==> src/rtl/uart_rx_pkg.sv <==
// rtl/uart_rx_pkg.sv - shared UART state encoding and elaboration helpers
package uart_rx_pkg;

    typedef enum logic [2:0] {
        IDLE,
        START,
        DATA,
        PARITY,
        STOP
    } uart_state;

    function automatic int max2(input int a, input int b);
        return (a > b) ? a : b;
    endfunction

endpackage

==> src/rtl/uart_rx_parity.sv <==
// rtl/uart_rx_parity.sv - reduction parity; odd is high when data holds an odd number of ones
module uart_rx_parity #(
    parameter int BITS = 8
) (
    input  logic [BITS-1:0] data,
    output logic            odd
);

    assign odd = ^data;

endmodule

==> src/rtl/uart_rx.sv <==
// rtl/uart_rx.sv - oversampling UART receiver recovering bit centres from the start edge
// Optional UART_RX_MAJORITY_EN: each sample is the 2-of-3 vote over the last three rxs values.
module uart_rx
    import uart_rx_pkg::*;
#(
    parameter int    DATA_BITS  = 8,
    parameter string PARITY_BIT = "none",
    parameter int    STOP_BITS  = 1,
    parameter int    OVERSAMPLE = 16
) (
    input  logic                 clk,
    input  logic                 rst,
    input  logic                 rx,
    output logic [DATA_BITS-1:0] rx_data,
    output logic                 valid,
    output logic                 parity_err,
    output logic                 frame_err,
    output logic                 busy
);

    localparam int OS_W  = $clog2(OVERSAMPLE);
    localparam int CNT_W = $clog2(max2(DATA_BITS, STOP_BITS) + 1);

    localparam logic [OS_W-1:0]  OS_LAST   = OS_W'(OVERSAMPLE - 1);
    localparam logic [OS_W-1:0]  OS_HALF   = OS_W'(OVERSAMPLE / 2 - 1);
    localparam logic [CNT_W-1:0] DATA_LAST = CNT_W'(DATA_BITS - 1);
    localparam logic [CNT_W-1:0] STOP_LAST = CNT_W'(STOP_BITS - 1);
    localparam bit               PAR_EN    = (PARITY_BIT != "none");
    localparam bit               PAR_ODD   = (PARITY_BIT == "odd");

    uart_state            state;
    logic                 sync1;
    logic                 rxs;
    logic                 samp;
    logic                 armed;
    logic [OS_W-1:0]      os_cnt;
    logic [CNT_W-1:0]     bit_cnt;
    logic [DATA_BITS-1:0] shreg;
    logic                 par_lat;
    logic                 frm_lat;
    logic                 data_odd;
    logic                 exp_par;
    logic                 stop_fe;

    always_ff @(posedge clk or negedge rst) begin
        if (!rst) begin
            sync1 <= 1'b1;
            rxs   <= 1'b1;
        end else begin
            sync1 <= rx;
            rxs   <= sync1;
        end
    end

`ifdef UART_RX_MAJORITY_EN
    logic [1:0] hist;

    always_ff @(posedge clk or negedge rst) begin
        if (!rst) begin
            hist <= 2'b11;
        end else begin
            hist <= {hist[0], rxs};
        end
    end

    assign samp = (hist[1] & hist[0]) | (hist[1] & rxs) | (hist[0] & rxs);
`else
    assign samp = rxs;
`endif

    uart_rx_parity #(
        .BITS (DATA_BITS)
    ) u_parity (
        .data (shreg),
        .odd  (data_odd)
    );

    assign exp_par = PAR_ODD ? ~data_odd : data_odd;
    assign stop_fe = frm_lat | ~samp;

    always_ff @(posedge clk or negedge rst) begin
        if (!rst) begin
            state      <= IDLE;
            busy       <= 1'b0;
            valid      <= 1'b0;
            rx_data    <= '0;
            parity_err <= 1'b0;
            frame_err  <= 1'b0;
            os_cnt     <= '0;
            bit_cnt    <= '0;
            shreg      <= '0;
            par_lat    <= 1'b0;
            frm_lat    <= 1'b0;
            armed      <= 1'b1;
        end else begin
            valid <= 1'b0;
            if (rxs) begin
                armed <= 1'b1;
            end
            case (state)
                IDLE: begin
                    if (armed && !rxs) begin
                        state  <= START;
                        busy   <= 1'b1;
                        os_cnt <= '0;
                    end
                end
                START: begin
                    if (os_cnt == OS_HALF) begin
                        if (samp) begin
                            state <= IDLE;
                            busy  <= 1'b0;
                        end else begin
                            state   <= DATA;
                            os_cnt  <= '0;
                            bit_cnt <= '0;
                            par_lat <= 1'b0;
                            frm_lat <= 1'b0;
                        end
                    end else begin
                        os_cnt <= os_cnt + 1'b1;
                    end
                end
                DATA: begin
                    if (os_cnt == OS_LAST) begin
                        os_cnt <= '0;
                        shreg  <= {samp, shreg[DATA_BITS-1:1]};
                        if (bit_cnt == DATA_LAST) begin
                            bit_cnt <= '0;
                            state   <= PAR_EN ? PARITY : STOP;
                        end else begin
                            bit_cnt <= bit_cnt + 1'b1;
                        end
                    end else begin
                        os_cnt <= os_cnt + 1'b1;
                    end
                end
                PARITY: begin
                    if (os_cnt == OS_LAST) begin
                        os_cnt  <= '0;
                        par_lat <= (samp != exp_par);
                        state   <= STOP;
                    end else begin
                        os_cnt <= os_cnt + 1'b1;
                    end
                end
                STOP: begin
                    if (os_cnt == OS_LAST) begin
                        os_cnt <= '0;
                        if (bit_cnt == STOP_LAST) begin
                            rx_data    <= shreg;
                            parity_err <= par_lat;
                            frame_err  <= stop_fe;
                            valid      <= 1'b1;
                            state      <= IDLE;
                            busy       <= 1'b0;
                            bit_cnt    <= '0;
                            // Break: stay disarmed until the line returns high
                            if (stop_fe) begin
                                armed <= 1'b0;
                            end
                        end else begin
                            frm_lat <= stop_fe;
                            bit_cnt <= bit_cnt + 1'b1;
                        end
                    end else begin
                        os_cnt <= os_cnt + 1'b1;
                    end
                end
                default: begin
                    state <= IDLE;
                    busy  <= 1'b0;
                end
            endcase
        end
    end

endmodule
==> config.mk <==
export PLATFORM = sky130hd
export DESIGN_NAME = uart_rx
export DESIGN_NICKNAME = d
export VERILOG_FILES = /design/src/rtl/uart_rx_pkg.sv /design/src/rtl/uart_rx_parity.sv /design/src/rtl/uart_rx.sv
export SDC_FILE = /design/constraint.sdc
export NUM_CORES = 1
export LEC_CHECK = 0
export ABC_AREA = 1
export CAP_MARGIN = 15
export CORE_MARGIN = 5
export CORE_UTILIZATION = 25
export CTS_CLUSTER_DIAMETER = 40
export DETAILED_ROUTE_END_ITERATION = 10
export DONT_BUFFER_PORTS = 1
export PLACE_DENSITY = 0.44
export SYNTH_ARGS = -nofsm -noshare
export SYNTH_HDL_FRONTEND = slang
export SYNTH_SLANG_ARGS = --single-unit
==> constraint.sdc <==
create_clock -name clk -period 2.3 [get_ports clk]
set_input_delay 0.46 -clock clk [delete_from_list [all_inputs] [get_ports clk]]
set_output_delay 0.46 -clock clk [all_outputs]
set_load 0.005 [all_outputs]
# Word level (Yosys, flattened, before mapping)
# Cells that the tools add are included.
[classes]
addsub = 2
mul = 0
div_mod_pow = 0
n_lt_le_gt_ge = 0
n_eq_ne = 19
shift = 0
muxes = 41
bitwise = 3
n_reduce_logical = 19
[ops]
columns = ["operator", "count"]
rows = [
  ["two-way mux 4 bit", 9],
  ["one-hot mux 4 bit (3 select lines)", 2],
  ["two-way mux 3 bit", 7],
  ["!= test 2 bit (second input constant)", 10],
  ["two-way mux 1 bit", 18],
  ["one-hot mux 3 bit (5 select lines)", 1],
  ["AND reduction 5 bit", 2],
  ["adder 4 x 1 -> 4 bit (second input constant)", 2],
  ["== test 4 x 3 -> 1 bit (second input constant)", 2],
  ["XOR reduction 8 bit", 1],
  ["AND reduction 7 bit", 1],
  ["== test 3 x 2 -> 1 bit (second input constant)", 2],
  ["AND reduction 3 bit", 2],
  ["AND reduction 6 bit", 1],
  ["nonzero test 3 bit", 2],
  ["== test 4 bit (second input constant)", 1],
  ["logical NOT 4 bit", 1],
  ["one-hot mux 1 bit (2 select lines)", 2],
  ["one-hot mux 1 bit (4 select lines)", 1],
  ["AND reduction 4 bit", 1],
  ["nonzero test 2 bit", 2],
  ["== test 3 x 1 -> 1 bit (second input constant)", 1],
  ["== test 3 bit (second input constant)", 1],
  ["logical NOT 3 bit", 1],
  ["other kinds (10)", 11],
]
[word_totals]
regBits = 36
latchBits = 0
ram_bits = 0
mem_bits_ro = 0
output_inout_bits = 12
word_cells = 98
n_memories = 0

# Logic depth before layout (Yosys ltp)
[logic_depth]
ltp_word = 6
depth_mapped = 11
depth_no_buf = 10

# Hierarchy
# From an unflattened synthesis, not the netlist that was laid out.
[hier_totals]
hier_cells = 275
area_unflattened_um2 = 1964.4
[by_module_without_submodules]
columns = ["module", "instances", "cells_per_inst", "area_per_inst_um2", "seq_area_each_um2"]
rows = [
  ["uart_rx", 1, 228, 1788.0, 904.6],
  ["uart_rx_parity", 1, 47, 176.4, 0.0],
]

# Least setup slack after synthesis
# No wires, ideal clock.
[synth_timing]
kind = "register -> register"
from = "register os_cnt[0]"
to = "register rx_data[3]"
setup_time_ns = 0.119
t_arrival_ns = 1.397
setup_slack_ns = 0.784
path_stages_with_launch = 12
path_cell_list = "dfrtp_1 > ha_1 > nand2_2 > nor2_4 > inv_2 > nor2_4 > inv_2 > nor2_4 > inv_4 > buf_6 > nand2_2 > o21ai_2"
[synth_between]
elab_chain_len = 2
[synth_lines]
columns = ["item", "line_no", "rtl"]
rows = [
  ["start, declared", "uart_rx.sv:36", "logic [OS_W-1:0] os_cnt;"],
  ["start signal, assigned", "uart_rx.sv:121", "os_cnt <= os_cnt + 1'b1;"],
  ["start signal, assigned", "uart_rx.sv:135", "os_cnt <= os_cnt + 1'b1;"],
  ["start signal, assigned", "uart_rx.sv:144", "os_cnt <= os_cnt + 1'b1;"],
  ["== test 4 bit", "uart_rx.sv:148", "if (os_cnt == OS_LAST) begin"],
  ["AND reduction 3 bit (no line)", "--", ""],
  ["end signal, assigned", "uart_rx.sv:151", "rx_data <= shreg;"],
  ["end, declared", "uart_rx.sv:14", "output logic [DATA_BITS-1:0] rx_data,"],
]
# Every way passes these cells.
# A chain may end at the register's enable or synchronous reset.

# Worst setup path after layout
[layout_timing]
from = "register os_cnt[0]"
to = "register rx_data[0]"
# The elaborated chain is that of the path after synthesis.

==> flow_summary.ini <==
[timing]
max_freq_ghz = 0.616
worst_pin_slew_ns = 0.585
hold_viol_final = 0
period_share_pct = 70.5
tns_ns = 0
slew_headroom_pct = 60.6
skew_ns = 0.00492
drv_slew = 0
setup_ws_ns = 0.678
rsz0062_at_grt = false
layout_min_cycle_time_ns = 1.62
setup_viol_count_final = 0

[drt]
num_vias = 1476
firstDrtPassIters = 4
drc_errors = 0
drt_iter0_markers = 78
wl_um = 3790
viasPerCell = 4.25
postRouteAntennaNets = 0
wire_per_inst_um = 10.9

[grt]
grt_start_max_net_pins = 37
grt_usage_pct = 9.08
antenna_found_initial = 0
grt_pass1_vias = 1442
gr-total-overflow = 0
grt_first_pass_wirelength_um = 6900

[place]
place_congestion = 0.876
post-place-ws_ns = 0.677
postPlaceCellArea_mm2 = 0.00199
dp_hpwl_um = 2790
portBuffers = 0

[die]
rows = 31
die_x_um = 96.7
die_h_um = 96.7
dieArea_mm2 = 0.00936
start_util_pct = 25.8
io_pins = 15
coreArea_mm2 = 0.00729

[cells_and_area]
fillers = 800
fin_nets = 253
drive_above_1_share_pct = 13.3
area_delta_synth_final_pct = 13.1
diodes = 0
stdcell_area_mm2 = 0.00213

[setup_path]
arrival_ns = 1.80
crit_type = flip-flop to flip-flop
cp_top_family = simple AND/OR/NAND/NOR gates
crit_end = rx_data[0]
reg2reg_to = rx_data[0]
crit_path_end_kind = flip-flop
ff2ff_setup_slack_ns = 0.68
crit_fanout = 18
cpMaxStageDelayCell = dfrtp_1
crit_cells = 10
path_cells = ha_1 > nand2_2 > nor2_4 > inv_2 > nor2_4 > inv_2 > nor2_4 > inv_4 > nand2_1 > o21ai_2
cp.required_ns = 2.48
critPathLaunchType = flip-flop
rr_startpoint = os_cnt[0]
crit_top_cell = nor2_4
cp_num_buf_inv = 3
reg2reg_depth = 10
worstSetupStartpoint = os_cnt[0]
slowest_delay_ns = 0.40

[cts]
cts_sinks = 36
cts_setup_buffers = 0
clkLatencyLatePin_ns = 0.29
cts_made_buffers = 5
cts_buffer_depth = 2
cts_tree = yes
clock-root-buffer = clkbuf_8
clk_pin_slew_worst_paths_ns = 0.07
holdBufCountCts = 2
h-tree-depth = 2
post_cts_resized = 0

[logic_synthesis]
syn_nets = 246
synth-main-ff-cell = dfrtp_1
synth_area_mm2 = 0.00188
synth_common_cells = nand2_1 (82), dfrtp_1 (33), inv_1 (28), o21ai_0 (17), nor2_1 (16)
synth_top_area_share_pct = 43.9
ys_ff_latch = 36
synth_cell_types = 24
avgSynthCellArea_um2 = 7.84
ys_seq_area_share_pct = 48.1
synth_most_common_cell = nand2_1
yosysWarnings = 0
synth_edf_count = 0
yosysTopAreaCell = dfrtp_1
syn_inst = 240
synth_area_leaders = dfrtp_1 (44%), nand2_1 (16%), inv_1 (5.6%), o21ai_0 (4.5%), dfstp_2 (4.2%)
async_flop_share_pct = 100

[hold_path]
min_path_cells = 0
hold_class = input port to flip-flop

[power_and_ir_drop]
power.total_uw = 1880
pwr_density_cell_mw_per_mm2 = 882
leakagePower_uw = 0.00105
irDropWorstVdd_uv = 396

[run_status]
outcome = finished, final reports clean

[flow_run]
maxCapViolations = 0
worst min path at each step:
stage                  to  slack, ns  from
3_5_place_dp   rx_data[7]       0.17   rst
6_report            sync1       0.16    rx
2_1_floorplan  bit_cnt[0]       0.16   rst
4_1_cts             sync1       0.15    rx
3_3_place_gp   rx_data[7]       0.17   rst
5_1_grt             sync1       0.14    rx
through the flow:
| stage | instances | hold slack [ns] | util [%] |
|---|---|---|---|
| after global routing | 347 | 0.137 | 29.2 |
| after global placement | 337 | 0.166 | 27.3 |
| after CTS | 347 | 0.148 | 29.2 |
| final | 347 | 0.162 | 29.2 |
| after detailed placement | 337 | 0.166 | 27.3 |
| after floorplan | 240 | 0.164 | - |
per-layer routing:
layer | wire length [µm] | vias to the layer above | global-route usage [%] | part of all wire, %
met4 | 72 | 0 | 3.89 | 1.9
met5 | 0 | - | 0 | 0
li1 | - | 774 | - | -
met3 | 173 | 7 | 2.88 | 4.6
met2 | 1730 | 26 | 13.9 | 46
met1 | 1820 | 669 | 11.8 | 48
cells by family (layout without fill, tap and decap cells):
kind of cell             after synthesis  after routing  share of synthesized area, %
AO/OA/AOI/OAI                         36             36                          11.4
XOR/XNOR                               5              5                          2.33
adder cells (fa/ha/maj)                3              3                          2.00
buffers and inverters                 36             44                          7.72
flip-flops                            36             36                          48.1
AND/OR/NAND/NOR                      124            124                          28.4
sequential cells by signal, indices dropped and copies added, names as in the netlist:
name	flops
armed	1
bit_cnt	4
busy	1
frame_err	1
frm_lat	1
os_cnt	4
par_lat	1
parity_err	1
rx_data	8
rxs	1
shreg	8
state	3
sync1	1
valid	1
final cells by class:
class                           instances  area, µm²  area share [%]
Sequential cell                        36        905            42.5
Timing Repair Buffer                    2       30.0            1.41
Multi-Input combinational cell        168        831            39.1
Clock inverter                          2       35.0            1.65
Clock buffer                            6       72.6            3.41
Inverter                               34        130            6.12
Tap cell                               99        124            5.82
power by group:
group	total [µW]	switching, µW	internal, µW
Combinational	538	367	171
Sequential	781	75.3	706
Clock	556	234	322
cells in the final DEF (no fill, tap or decap), types with 2 or more instances in the layout:
| cell type | count |
|---|---|
| nand2_1 | 82 |
| dfstp_2 | 3 |
| xnor2_1 | 2 |
| nand3_1 | 11 |
| a21oi_1 | 6 |
| dfrtp_1 | 33 |
| inv_2 | 5 |
| nand2_2 | 3 |
| nor2_4 | 4 |
| o21ai_1 | 3 |
| o21ai_0 | 17 |
| nor3_1 | 2 |
| ha_1 | 3 |
| o21ai_2 | 8 |
| inv_1 | 28 |
| xor2_1 | 3 |
| clkbuf_8 | 5 |
| nor2_1 | 16 |
| nand4_1 | 5 |
worst reg2reg max path: stages (launching register included):
cell and delay, ns:
dfrtp_1 0.40, ha_1 0.21, nand2_2 0.10, nor2_4 0.15, inv_2 0.10, nor2_4 0.09
inv_2 0.05, nor2_4 0.15, inv_4 0.13, nand2_1 0.10, o21ai_2 0.05
(Power assumes the default switching activity.)
